==> src/rtl/bp_fe_queue_rollback_buffer_if.sv <==
// Handshake bundle between the fetch front end, the BE issue/commit logic and the rollback queue.
interface bp_fe_queue_rollback_buffer_if #(
  parameter int unsigned els_p        = 8,
  parameter int unsigned data_width_p = 128
);
  localparam int unsigned ptr_width_lp = $clog2(els_p) + 1;

  logic [data_width_p-1:0] fe_queue_i;
  logic                    fe_queue_v_i;
  logic                    fe_queue_ready_o;
  logic [data_width_p-1:0] fe_queue_o;
  logic                    fe_queue_v_o;
  logic                    fe_queue_yumi_i;
  logic                    deq_i;
  logic                    roll_i;
  logic                    clr_i;
  logic [ptr_width_lp-1:0] count_o;

  modport master (
    output fe_queue_i, fe_queue_v_i, fe_queue_yumi_i, deq_i, roll_i, clr_i,
    input  fe_queue_ready_o, fe_queue_o, fe_queue_v_o, count_o
  );

  modport slave (
    input  fe_queue_i, fe_queue_v_i, fe_queue_yumi_i, deq_i, roll_i, clr_i,
    output fe_queue_ready_o, fe_queue_o, fe_queue_v_o, count_o
  );
endinterface

==> src/rtl/bp_fe_queue_rollback_buffer.sv <==
// FE-to-BE instruction queue with speculative issue, in-order commit, replay (roll) and flush (clr).
module bp_fe_queue_rollback_buffer #(
  parameter int unsigned els_p        = 8,
  parameter int unsigned data_width_p = 128
) (
  input logic                          clk_i,
  input logic                          reset_n_i,
  bp_fe_queue_rollback_buffer_if.slave queue_if
);
  localparam int unsigned idx_width_lp = $clog2(els_p);
  localparam int unsigned ptr_width_lp = idx_width_lp + 1;

  typedef logic [ptr_width_lp-1:0] ptr_t;

  if ((els_p < 2) || ((els_p & (els_p - 1)) != 0)) begin : g_bad_els
    $error("bp_fe_queue_rollback_buffer: els_p must be a power of 2 and >= 2");
  end

  logic [data_width_p-1:0] mem [els_p];

  ptr_t wptr_r, rptr_r, cptr_r;
  ptr_t wptr_n, rptr_n, cptr_n;
  logic ready_r, ready_n;
  logic wr_en;
  logic enq;
  logic valid;

  assign enq   = queue_if.fe_queue_v_i & ready_r;
  assign valid = (rptr_r != wptr_r);

  // Next-pointer selection: clr beats roll beats the independent updates.
  always_comb begin
    wptr_n = wptr_r;
    rptr_n = rptr_r;
    cptr_n = cptr_r;
    wr_en  = 1'b0;
    if (queue_if.clr_i) begin
      rptr_n = wptr_r;
      cptr_n = wptr_r;
    end else begin
      if (enq) begin
        wr_en  = 1'b1;
        wptr_n = wptr_r + ptr_t'(1);
      end
      cptr_n = cptr_r + ptr_t'(queue_if.deq_i);
      if (queue_if.roll_i) begin
        rptr_n = cptr_n;
      end else if (queue_if.fe_queue_yumi_i) begin
        rptr_n = rptr_r + ptr_t'(1);
      end
    end
    // Ready is registered from next state so it never follows an input combinationally.
    ready_n = ((wptr_n - cptr_n) != ptr_t'(els_p));
  end

  always_ff @(posedge clk_i or negedge reset_n_i) begin
    if (!reset_n_i) begin
      wptr_r  <= '0;
      rptr_r  <= '0;
      cptr_r  <= '0;
      ready_r <= 1'b0;
    end else begin
      wptr_r  <= wptr_n;
      rptr_r  <= rptr_n;
      cptr_r  <= cptr_n;
      ready_r <= ready_n;
    end
  end

  // Entry storage carries no reset; validity is tracked purely by the pointers.
  always_ff @(posedge clk_i) begin
    if (wr_en) begin
      mem[wptr_r[idx_width_lp-1:0]] <= queue_if.fe_queue_i;
    end
  end

  assign queue_if.fe_queue_ready_o = ready_r;
  assign queue_if.fe_queue_v_o     = valid;
  assign queue_if.fe_queue_o       = valid ? mem[rptr_r[idx_width_lp-1:0]] : '0;
  assign queue_if.count_o          = wptr_r - cptr_r;

  a_yumi_needs_valid: assert property (@(posedge clk_i) disable iff (!reset_n_i)
    queue_if.fe_queue_yumi_i |-> valid)
    else $error("fe_queue_yumi_i asserted while fe_queue_v_o is low");

  a_deq_needs_issued: assert property (@(posedge clk_i) disable iff (!reset_n_i)
    queue_if.deq_i |-> (cptr_r != rptr_r))
    else $error("deq_i asserted with no issued, uncommitted entry");
endmodule

==> src/flat_wrapper.sv <==
// flat-port wrapper written by rule: the top's interface ports become plain ports
module bp_fe_queue_rollback_buffer_flat 
#(
  parameter int unsigned els_p        = 8,
  parameter int unsigned data_width_p = 128
)
  (clk_i, reset_n_i, queue_if_fe_queue_i, queue_if_fe_queue_v_i, queue_if_fe_queue_yumi_i, queue_if_deq_i, queue_if_roll_i, queue_if_clr_i, queue_if_fe_queue_ready_o, queue_if_fe_queue_o, queue_if_fe_queue_v_o, queue_if_count_o);
  bp_fe_queue_rollback_buffer_if #(.els_p(els_p), .data_width_p(data_width_p)) queue_if_i ();
  input logic clk_i;
  input logic reset_n_i;
  input wire logic [$bits(queue_if_i.fe_queue_i)-1:0] queue_if_fe_queue_i;
  input wire logic [$bits(queue_if_i.fe_queue_v_i)-1:0] queue_if_fe_queue_v_i;
  input wire logic [$bits(queue_if_i.fe_queue_yumi_i)-1:0] queue_if_fe_queue_yumi_i;
  input wire logic [$bits(queue_if_i.deq_i)-1:0] queue_if_deq_i;
  input wire logic [$bits(queue_if_i.roll_i)-1:0] queue_if_roll_i;
  input wire logic [$bits(queue_if_i.clr_i)-1:0] queue_if_clr_i;
  output wire logic [$bits(queue_if_i.fe_queue_ready_o)-1:0] queue_if_fe_queue_ready_o;
  output wire logic [$bits(queue_if_i.fe_queue_o)-1:0] queue_if_fe_queue_o;
  output wire logic [$bits(queue_if_i.fe_queue_v_o)-1:0] queue_if_fe_queue_v_o;
  output wire logic [$bits(queue_if_i.count_o)-1:0] queue_if_count_o;
  assign queue_if_i.fe_queue_i = queue_if_fe_queue_i;
  assign queue_if_i.fe_queue_v_i = queue_if_fe_queue_v_i;
  assign queue_if_i.fe_queue_yumi_i = queue_if_fe_queue_yumi_i;
  assign queue_if_i.deq_i = queue_if_deq_i;
  assign queue_if_i.roll_i = queue_if_roll_i;
  assign queue_if_i.clr_i = queue_if_clr_i;
  assign queue_if_fe_queue_ready_o = queue_if_i.fe_queue_ready_o;
  assign queue_if_fe_queue_o = queue_if_i.fe_queue_o;
  assign queue_if_fe_queue_v_o = queue_if_i.fe_queue_v_o;
  assign queue_if_count_o = queue_if_i.count_o;
  bp_fe_queue_rollback_buffer #(.els_p(els_p), .data_width_p(data_width_p)) u_core (.clk_i(clk_i), .reset_n_i(reset_n_i), .queue_if(queue_if_i));
endmodule
==> config.mk <==
export PLATFORM = sky130hd
export DESIGN_NAME = bp_fe_queue_rollback_buffer_flat
export DESIGN_NICKNAME = d
export VERILOG_FILES = /design/src/rtl/bp_fe_queue_rollback_buffer_if.sv /design/src/rtl/bp_fe_queue_rollback_buffer.sv /design/src/flat_wrapper.sv
export SDC_FILE = /design/constraint.sdc
export NUM_CORES = 1
export LEC_CHECK = 0
export BUFFER_PORTS_ARGS = -buffer_cell sky130_fd_sc_hd__buf_2
export CORE_MARGIN = 1
export CORE_UTILIZATION = 25
export DETAILED_ROUTE_END_ITERATION = 12
export MAX_ROUTING_LAYER = met4
export SETUP_SLACK_MARGIN = 0.4
export SYNTH_ARGS = -nofsm -noshare
export SYNTH_HDL_FRONTEND = slang
export SYNTH_SLANG_ARGS = --single-unit
==> constraint.sdc <==
create_clock -name clk_i -period 14.14 [get_ports clk_i]
set_input_delay 0.707 -clock clk_i [delete_from_list [all_inputs] [get_ports clk_i]]
set_output_delay 0.707 -clock clk_i [all_outputs]
set_load 0.02 [all_outputs]
# After elaboration in Yosys (flattened, before gate mapping)

Memories as Yosys holds them, arrays and structs flattened.
Cells that the tools add are included.

Bits in registers: 13
Bits in writable memories: 1024
Bits of input ports: 135
Output and inout bits: 134
Memories: 1

Memories:

| memory     | words | bits a word | read ports | clocked after Yosys merged registers in | write ports | line                              | RTL |
|---|---|---|---|---|---|---|---|
| u_core.mem | 8     | 128         | 1          | 0                                       | 1           | bp_fe_queue_rollback_buffer.sv:19 | `logic [data_width_p-1:0] mem [els_p];` |

Add/subtract/negate cells: 5
Eq/ne operators: 2
Muxes and demuxes: 11
Bitwise gates (word level): 1
Reductions and logical operators: 1

Operator list:

| cell                  | count |
|---|---|
| $mux W128             | 1 |
| $mux W4               | 6 |
| $add A4 B1 Y4 const B | 2 |
| $sub A4 B4 Y4         | 2 |
| $add A4 B1 Y4         | 1 |
| $mux W1               | 4 |
| $ne A4 B4 Y1          | 1 |
| $ne A4 B4 Y1 const B  | 1 |
| $reduce_bool A3 Y1    | 1 |
| $and A1 B1 Y1         | 1 |

# Depth between registers and ports, before layout

Gate-level depths: netlist of run 1.

Depth after elaboration: 5
Gate-level depth with buffers: 10

# Least setup slack after synthesis of run 1

Ideal clock, no wire load.

Kind: input -> register
Start: input queue_if_clr_i
End: memory u_core.mem[0][0], enable pin
Library setup time: 0.773 ns
Arrival: 9.754 ns
Data required time: 13.367 ns
Setup slack: 3.614 ns
Cell stages on the path: 3
Path buffers: 0
Cells stage by stage: nand3b_1 -> nand2b_1 -> nor3_1

Longest elaborated chain between the ends: 3

RTL lines:

| what                          | line                              | RTL |
|---|---|---|
| start, declared               | flat_wrapper.sv:16                | `input wire logic [$bits(queue_if_i.clr_i)-1:0] queue_if_clr_i;` |
| $mux W1                       | bp_fe_queue_rollback_buffer.sv:37 | `if (queue_if.clr_i) begin` |
| $mux W1                       | bp_fe_queue_rollback_buffer.sv:72 | `if (wr_en) begin` |
| $mux W1 (implied by the code) | bp_fe_queue_rollback_buffer.sv:73 | `mem[wptr_r[idx_width_lp-1:0]] <= queue_if.fe_queue_i;` |
| end, declared                 | bp_fe_queue_rollback_buffer.sv:19 |  |

Every way passes these cells.

# Worst setup path in the final report of run 1

Start: register u_core.rptr_r[0]
End: output queue_if_fe_queue_o[71]

Longest elaborated chain between the ends: 2
Elaborated cells on any way between the ends: 3

RTL lines:

| what                                            | line                              | RTL |
|---|---|---|
| start, declared                                 | bp_fe_queue_rollback_buffer.sv:21 | `ptr_t wptr_r, rptr_r, cptr_r;` |
| start signal, assigned                          | bp_fe_queue_rollback_buffer.sv:64 | `rptr_r <= rptr_n;` |
| $mem_v2 Z8 W128 or $ne A4 B4 Y1 (tied branches) | -                                 |  |
| $mux W128 (*)                                   | bp_fe_queue_rollback_buffer.sv:79 | `assign queue_if.fe_queue_o = valid ? mem[rptr_r[idx_width_lp-1:0]] : '0;` |
| end, declared                                   | flat_wrapper.sv:18                | `output wire logic [$bits(queue_if_i.fe_queue_o)-1:0] queue_if_fe_queue_o;` |

Mark *: on every way between the ends. The rest lies on a longest branch, timed or not.

==> flow_metrics.env, run 1 <==
export IMPL_r2r_slack_ps=11020
export IMPL_final_area_um2=47200
export IMPL_finalWorstSetupSlack_ps=8450
export IMPL_worst_setup_path_start_kind="flop"
export IMPL_vdd_ir_drop_max_mv=0.128
export IMPL_cts_hold_buffers_added=1
export IMPL_netlist_instances=1735
export IMPL_cells_along_the_critical_path="buf_4 -> buf_4 -> buf_12 -> mux4_2 -> mux2i_1 -> nor2_1 -> buf_2"
export IMPL_place_ws_ps=8950
export IMPL_timing_final_max_slew_violations=0
export IMPL_share_of_final_layout_standard_cells_stronger_than_drive_strength_1=0.343
export IMPL_worst_endpoint_required_ps=13430
export IMPL_place_port_buffers=268
export IMPL_cts_post_setup_buffers_inserted=0
export IMPL_hold_path_cell_count=1
export IMPL_grt_max_degree=89
export IMPL_worstSetupEndpointType="output port"
export IMPL_drc_violations_left=0
export IMPL_critPathArrivalTime_ps=4980
export IMPL_cts_resized=0
export IMPL_dp_final_hpwl_um=46300
export IMPL_path_max_fanout=80
export IMPL_dieArea_um2=160000
export IMPL_initial_utilization=0.253
export IMPL_max_cap_violations=0
export IMPL_fmax_mhz=176
export IMPL_unique_masters_post_synth=31
export IMPL_worst_path_max_stage_delay_ps=930
export IMPL_tritoncts="done"
export IMPL_path_common_cell="sky130_fd_sc_hd__buf_4"
export IMPL_clock_tree_buffer_depth=3
export IMPL_grt_first_pass_wirelength_um=128000
export IMPL_mappedNetlistArea_um2=39700
export IMPL_rows=145
export IMPL_syn2layout_area_growth_pct=18.8
export IMPL_worst_setup_path_startpoint="u_core.rptr_r[0]$_DFFE_PN0P_"
export IMPL_gpl_final_weighted_congestion=0.701
export IMPL_yosys_register_bits=1037
export IMPL_floorplan_io_pins=269
export IMPL_timing_hold_ws_ps=234
export IMPL_power_density_cell_area_nw_per_um2=195
export IMPL_clkSlewWorstSetupHoldPaths_ps=60
export IMPL_via_per_inst=4.29
export IMPL_synth_top_cell_area_share=0.774
export IMPL_route_vias_total=18099
export IMPL_initial_antenna_violation_count=15
export IMPL_die_w_um=401
export IMPL_netlist_top_cells_area="sky130_fd_sc_hd__edfxtp_1, sky130_fd_sc_hd__mux4_2, sky130_fd_sc_hd__mux2i_1"
export IMPL_tightest_slew_ps=1040
export IMPL_post_synth_cell_area_avg_um2=22.9
export IMPL_first_pass_iters=4
export IMPL_numCtsBuffers=112
export IMPL_worstSetupPathType="flop to output port"
export IMPL_grt_setup_unrepaired="no"
export IMPL_number_of_hold_slack_violations_in_the_final_timing_report=0
export IMPL_ant_nets=0
export IMPL_worst_r2r_startpoint="u_core.queue_if.fe_queue_ready_o$_DFF_PN0_"
export IMPL_die_height_um=401
export IMPL_totalWireLength_um=87000
export IMPL_run_status="complete, no violations"
export IMPL_grt_overflow_total=0
export IMPL_critical_path_slowest_cell="sky130_fd_sc_hd__dfrtp_4"
export IMPL_worst_r2r_path_cells=5
export IMPL_htree_num_levels=3
export IMPL_number_of_global_route_vias_before_repair=19203
export IMPL_clock_tree_root_cell="sky130_fd_sc_hd__clkbuf_16"
export IMPL_slew_headroom=0.308
export IMPL_r2r_end="u_core.mem[6][65]$_DFFE_PP_"
export IMPL_final_period_minus_worst_setup_slack_ps=5690
export IMPL_share_of_the_core_filled_with_cells=0.301
export IMPL_detailedRoute_firstIterationViolations=1138
export IMPL_final_period_utilization=0.402
export IMPL_core_area_um2=157000
export IMPL_holdPathEnd="u_core.mem[6][69]$_DFFE_PP_"
export IMPL_clock_latency_ps=720
export IMPL_yosys_area_top_type="sky130_fd_sc_hd__edfxtp_1"
export IMPL_wire_per_inst_um=20.6
export IMPL_hold_class="input pin to flop"
export IMPL_synth_seq_area_share=0.783
export IMPL_final_nets=2211
export IMPL_synth_net_count=1881
export IMPL_final_cell_mix="sky130_fd_sc_hd__edfxtp_1, sky130_fd_sc_hd__buf_2, sky130_fd_sc_hd__mux4_2"
export IMPL_final_setup_viol_count=0
export IMPL_setup_total_negative_slack_ps=0
export IMPL_warning_count_from_the_yosys_run=0
export IMPL_grt_use_total=0.111
export IMPL_hold_start="queue_if_fe_queue_i[69]"
export IMPL_cts_num_sinks=1037
export IMPL_detailed_place_area_um2=43600
export IMPL_crit_family="buffers and inverters"
export IMPL_power_static_leakage_nw=15.2
export IMPL_layout_cells_most_common="sky130_fd_sc_hd__edfxtp_1"
export IMPL_timing_critical_path_buf_inv=4
export IMPL_clock_skew_ps=26.2
-- worst max path at each step --
stage | end | depth (start not counted)
2_1_floorplan | u_core.mem[0][0]$_DFFE_PP_ | 3
3_3_place_gp | queue_if_fe_queue_o[71] | 7
3_5_place_dp | queue_if_fe_queue_o[71] | 7
4_1_cts | queue_if_fe_queue_o[71] | 7
5_1_grt | queue_if_fe_queue_o[71] | 7
6_report | queue_if_fe_queue_o[71] | 7
-- cells by family after synthesis --
family	share of synthesized area
xor gates and xnor gates	0.00309
DFF	0.783
AOI/OAI and AO/OA	0.00243
buffers and inverters	0.0123
adders and majority gates	0.00366
muxes	0.179
and+or+nand+nor	0.0173
-- synth_stat cells (all sizes together) --
cell type,number
mux2,2
nor2,138
nand4b,2
and3,1
ha,10
dfrtp,13
xnor2,7
clkbuf,19
a21oi,7
mux2i,130
nand4,1
nand3b,2
nand2,11
mux4,256
o21a,2
a21o,1
xor2,7
nor3,3
o21ai,6
o2111ai,1
nand3,1
inv,13
or3,1
fa,1
edfxtp,1024
nand2b,3
nor4,1
buf,72
-- through the flow --
step                power, mW  cells
floorplan                5.62   1735
global placement         6.52   4008
detailed placement       6.53   4008
CTS                      9.39   4207
global route             9.64   4221
finish                   9.22   4221
-- per-layer routing --
layer	part of all wire	track usage	vias to the layer above
met4	0.021	0.0326	0
met5	0	-	-
met1	0.43	0.137	9692
met3	0.055	0.0278	115
met2	0.49	0.179	388
li1	-	-	7904
-- state kept, by name (all words and copies together) (netlist names) --
signal and flops:
u_core.rptr_r 4, u_core.cptr_r 4, u_core.queue_if.fe_queue_ready_o 1, u_core.mem 1024, u_core.wptr_r 4
-- area by class of cell --
class	instances	area, um^2
well taps	2058	2570
fillers	15093	110000
repair buffers	307	1690
diodes	14	35.0
multi-input cells	594	8200
clock inverters	71	684
clock buffers	127	2860
inverters	13	48.8
flip-flops and latches	1037	31100
-- report_power, final --
group,internal [mW],switching [mW],leakage [nW],total (mW)
clock,1.62,1.21,1.75,2.83
sequential,3.61,0.118,9.40,3.73
combinational,1.04,1.63,4.01,2.67
total,6.26,2.96,15.2,9.22
Note: power is estimated with default switching activity, not from simulation.
==> inputs of run 2 (changes only) <==
--- a/config.mk
+++ b/config.mk
@@ -5,6 +5,7 @@
 export SDC_FILE = /design/constraint.sdc
 export NUM_CORES = 1
 export LEC_CHECK = 0
+export ABC_AREA = 1
 export BUFFER_PORTS_ARGS = -buffer_cell sky130_fd_sc_hd__buf_2
 export CORE_MARGIN = 1
 export CORE_UTILIZATION = 25
==> constraint.sdc (replaced) <==
create_clock -name clk_i -period 5.3 [get_ports clk_i]
set_input_delay 0.265 -clock clk_i [delete_from_list [all_inputs] [get_ports clk_i]]
set_output_delay 0.265 -clock clk_i [all_outputs]
set_load 0.02 [all_outputs]
==> run 2 against run 1 <==
- hold slack gained 100 ps
- clock skew increased by 24 ps
- clock power grew to 2.6 times the previous value
- largest power group unchanged
- synthesized cell count is 83% higher
- total power rose to 2.9 times the previous value
- final cell count grew 37%
- sequential share of layout area fell by 3.2 points
- non-clock buffer count grew 144
- first-iteration DRC count grew 60%
- global-route usage up 1.8 points
- via count up 44%
- wire length up 22%
- largest cell class unchanged
==> flow_metrics.env, run 2 <==
export IMPL_run_status="complete, no violations"
export IMPL_power_clock_fraction=0.283
export IMPL_numPlacedInstances=5448
export IMPL_gpl_final_weighted_congestion=0.733
export IMPL_cells_along_the_critical_path="buf_4 -> buf_4 -> o21ai_0 -> o22ai_1 -> nor2_1 -> nor2_1 -> buf_2"
export IMPL_max_cap_violations=0
export IMPL_netSwitchingFraction=0.375
export IMPL_place_ws_ps=2010
export IMPL_fmax_mhz=249
export IMPL_grt_max_degree=163
export IMPL_power_density_cell_area_nw_per_um2=531
export IMPL_initial_antenna_violation_count=18
export IMPL_worst_endpoint_required_ps=5040
export IMPL_final_nets=3668
export IMPL_die_w_um=407
export IMPL_sequential_share_of_power=0.377
export IMPL_share_of_the_core_filled_with_cells=0.305
export IMPL_die_height_um=407
export IMPL_share_of_final_layout_standard_cells_stronger_than_drive_strength_1=0.133
export IMPL_power_static_leakage_nw=16.6
export IMPL_netlist_top_cells_area="sky130_fd_sc_hd__edfxtp_1, sky130_fd_sc_hd__nor2_1, sky130_fd_sc_hd__o21ai_0"
export IMPL_cts_num_sinks=1037
export IMPL_worst_path_max_stage_delay_ps=740
export IMPL_drc_violations_left=0
export IMPL_numCtsBuffers=110
export IMPL_design_power_total_mw=26.3
export IMPL_ant_nets=0
export IMPL_final_cells=5800
export IMPL_hold_start="queue_if_fe_queue_i[122]"
export IMPL_number_of_global_route_vias_before_repair=25818
export IMPL_initial_utilization=0.252
export IMPL_largest_register_ffs=1024
export IMPL_synth_enable_flop_cells=1024
export IMPL_via_per_inst=4.49
export IMPL_slew_headroom=0.337
export IMPL_yosys_cell_count_top_type="sky130_fd_sc_hd__edfxtp_1"
export IMPL_clock_latency_ps=740
export IMPL_internal_mw=16.5
export IMPL_synth_cells_most_frequent="sky130_fd_sc_hd__edfxtp_1, sky130_fd_sc_hd__nor2_1, sky130_fd_sc_hd__o21ai_0"
export IMPL_yosys_register_bits=1037
export IMPL_clock_skew_ps=49.8
export IMPL_clock_tree_root_cell="sky130_fd_sc_hd__clkbuf_16"
export IMPL_worst_setup_path_start_kind="flop"
export IMPL_critPathArrivalTime_ps=3750
export IMPL_htree_num_levels=3
export IMPL_wire_per_inst_um=18.3
export IMPL_grt_setup_unrepaired="no"
export IMPL_worst_setup_path_startpoint="u_core.rptr_r[1]$_DFFE_PN0P_"
export IMPL_floorplan_io_pins=269
export IMPL_route_vias_total=26051
export IMPL_netSwitchingPower_mw=9.87
export IMPL_final_period_utilization=0.758
export IMPL_vdd_ir_drop_max_mv=0.368
export IMPL_worstSetupEndpointType="output port"
export IMPL_comb_power_frac=0.340
export IMPL_synth_net_count=3320
export IMPL_yosys_area_top_type="sky130_fd_sc_hd__edfxtp_1"
export IMPL_timing_final_max_slew_violations=0
export IMPL_totalWireLength_um=106000
export IMPL_grt_use_total=0.129
export IMPL_worst_r2r_startpoint="u_core.queue_if.fe_queue_ready_o$_DFF_PN0_"
export IMPL_clkSlewWorstSetupHoldPaths_ps=70
export IMPL_first_pass_iters=5
export IMPL_warning_count_from_the_yosys_run=0
export IMPL_dp_final_hpwl_um=53600
export IMPL_detailedRoute_firstIterationViolations=1824
export IMPL_dieArea_um2=166000
export IMPL_synth_seq_area_share=0.758
export IMPL_tritoncts="done"
export IMPL_mappedNetlistArea_um2=41000
export IMPL_unique_masters_post_synth=24
export IMPL_finalWorstSetupSlack_ps=1280
export IMPL_rows=148
export IMPL_clock_tree_buffer_depth=3
export IMPL_synth_async_sr_flop_share=0.0125
export IMPL_worstSetupPathType="flop to output port"
export IMPL_grt_first_pass_wirelength_um=158000
export IMPL_final_cell_mix="sky130_fd_sc_hd__edfxtp_1, sky130_fd_sc_hd__nor2_1, sky130_fd_sc_hd__o21ai_0"
export IMPL_place_port_buffers=268
export IMPL_netlist_instances=3174
export IMPL_post_synth_cell_area_avg_um2=12.9
export IMPL_final_setup_viol_count=0
export IMPL_synth_top_cell_area_share=0.750
export IMPL_final_period_minus_worst_setup_slack_ps=4020
export IMPL_path_max_fanout=57
export IMPL_critical_path_slowest_cell="sky130_fd_sc_hd__dfrtp_4"
export IMPL_timing_hold_ws_ps=339
export IMPL_layout_cells_most_common="sky130_fd_sc_hd__edfxtp_1"
export IMPL_syn2layout_area_growth_pct=21.0
export IMPL_tightest_slew_ps=994
export IMPL_grt_overflow_total=0
export IMPL_number_of_hold_slack_violations_in_the_final_timing_report=0
export IMPL_hold_class="input pin to flop"
export IMPL_core_area_um2=163000
export IMPL_synth_flop_cell="sky130_fd_sc_hd__edfxtp_1"
## run 2: changes by cell type after synthesis, moves of 125 or more
cell	before	now
sky130_fd_sc_hd__mux2i_1	130	0
sky130_fd_sc_hd__mux4_2	256	0
sky130_fd_sc_hd__nand2_1	11	162
sky130_fd_sc_hd__nor2_1	138	915
sky130_fd_sc_hd__o211ai_1	0	128
sky130_fd_sc_hd__o21ai_0	6	392
sky130_fd_sc_hd__o21ai_1	0	125
sky130_fd_sc_hd__o22ai_1	0	129
## run 2: cells by family (layout without fill, tap and decap cells)
| kind of cell | Yosys count | after routing | synth area share |
|---|---|---|---|
| other cells | 0 | 18 | 0 |
| xor+xnor | 12 | 12 | 0.00256 |
| simple gates | 1089 | 1089 | 0.100 |
| buf+inv | 240 | 673 | 0.0279 |
| fa+ha+maj | 11 | 11 | 0.00354 |
| flops | 1037 | 1037 | 0.758 |
| compound gates | 785 | 785 | 0.108 |
## run 2: path summary, 6_finish.rpt
path	end	slack, ps	cells past startpoint
max in group asynchronous	u_core.rptr_r[2]$_DFFE_PN0P_	4170	3
worst min register to register	u_core.rptr_r[3]$_DFFE_PN0P_	610	2
worst max-delay path	queue_if_fe_queue_o[53]	1280	7
worst min-delay path	u_core.mem[6][122]$_DFFE_PP_	340	2
worst max register to register	u_core.mem[5][59]$_DFFE_PP_	2500	5
min in group asynchronous	u_core.rptr_r[1]$_DFFE_PN0P_	630	3
## run 2: through the flow
step | setup TNS (ps) | instance area (um^2)
floorplan | -800000 | 41000
global placement | 0 | 44700
detailed placement | 0 | 44700
CTS | 0 | 49600
global route | 0 | 49600
finish | 0 | 49600
## run 2: power by group through the flow
| stage | Sequential (mW) | Combinational, mW | Clock (mW) |
|---|---|---|---|
| global placement | 10.1 | 8.91 | 0 |
| detailed placement | 10.1 | 8.98 | 0 |
| global route | 9.97 | 9.93 | 7.96 |
| finish | 9.92 | 8.95 | 7.45 |
| floorplan | 9.99 | 6.00 | 0 |
| CTS | 9.92 | 9.10 | 7.66 |
## run 2: critical path: cells and delay by family, from the launching register on
kind | cells | cell delay, ps
and+or+nand+nor | 2 | 300
DFF | 1 | 740
buffers and inverters | 3 | 1430
AOI/OAI and AO/OA | 2 | 410
## run 2: layout make-up
| cell class | instances | area (um^2) |
|---|---|---|
| Tap cell | 2175 | 2720 |
| Multi-Input combinational cell | 1897 | 8840 |
| Sequential cell | 1037 | 31100 |
| Clock inverter | 66 | 661 |
| Timing Repair Buffer | 451 | 3320 |
| Inverter | 25 | 109 |
| Antenna cell | 18 | 45.0 |
| Fill cell | 16212 | 113000 |
| Clock buffer | 131 | 2830 |
## run 2: repair_timing
action                                  4_1_cts  5_1_grt
endpoints found under the hold margin      1048        0
buffers inserted                              0        0
hold buffers                                137        0
endpoints found under the setup margin        0        0
resized for setup                             0        0
## run 2: routing by layer
layer | vias up | global-route usage | wire (um)
li1 | 12253 | - | -
met2 | 696 | 0.213 | 51700
met4 | 0 | 0.0361 | 2290
met5 | - | - | 0
met3 | 153 | 0.0300 | 6630
met1 | 12949 | 0.158 | 45500
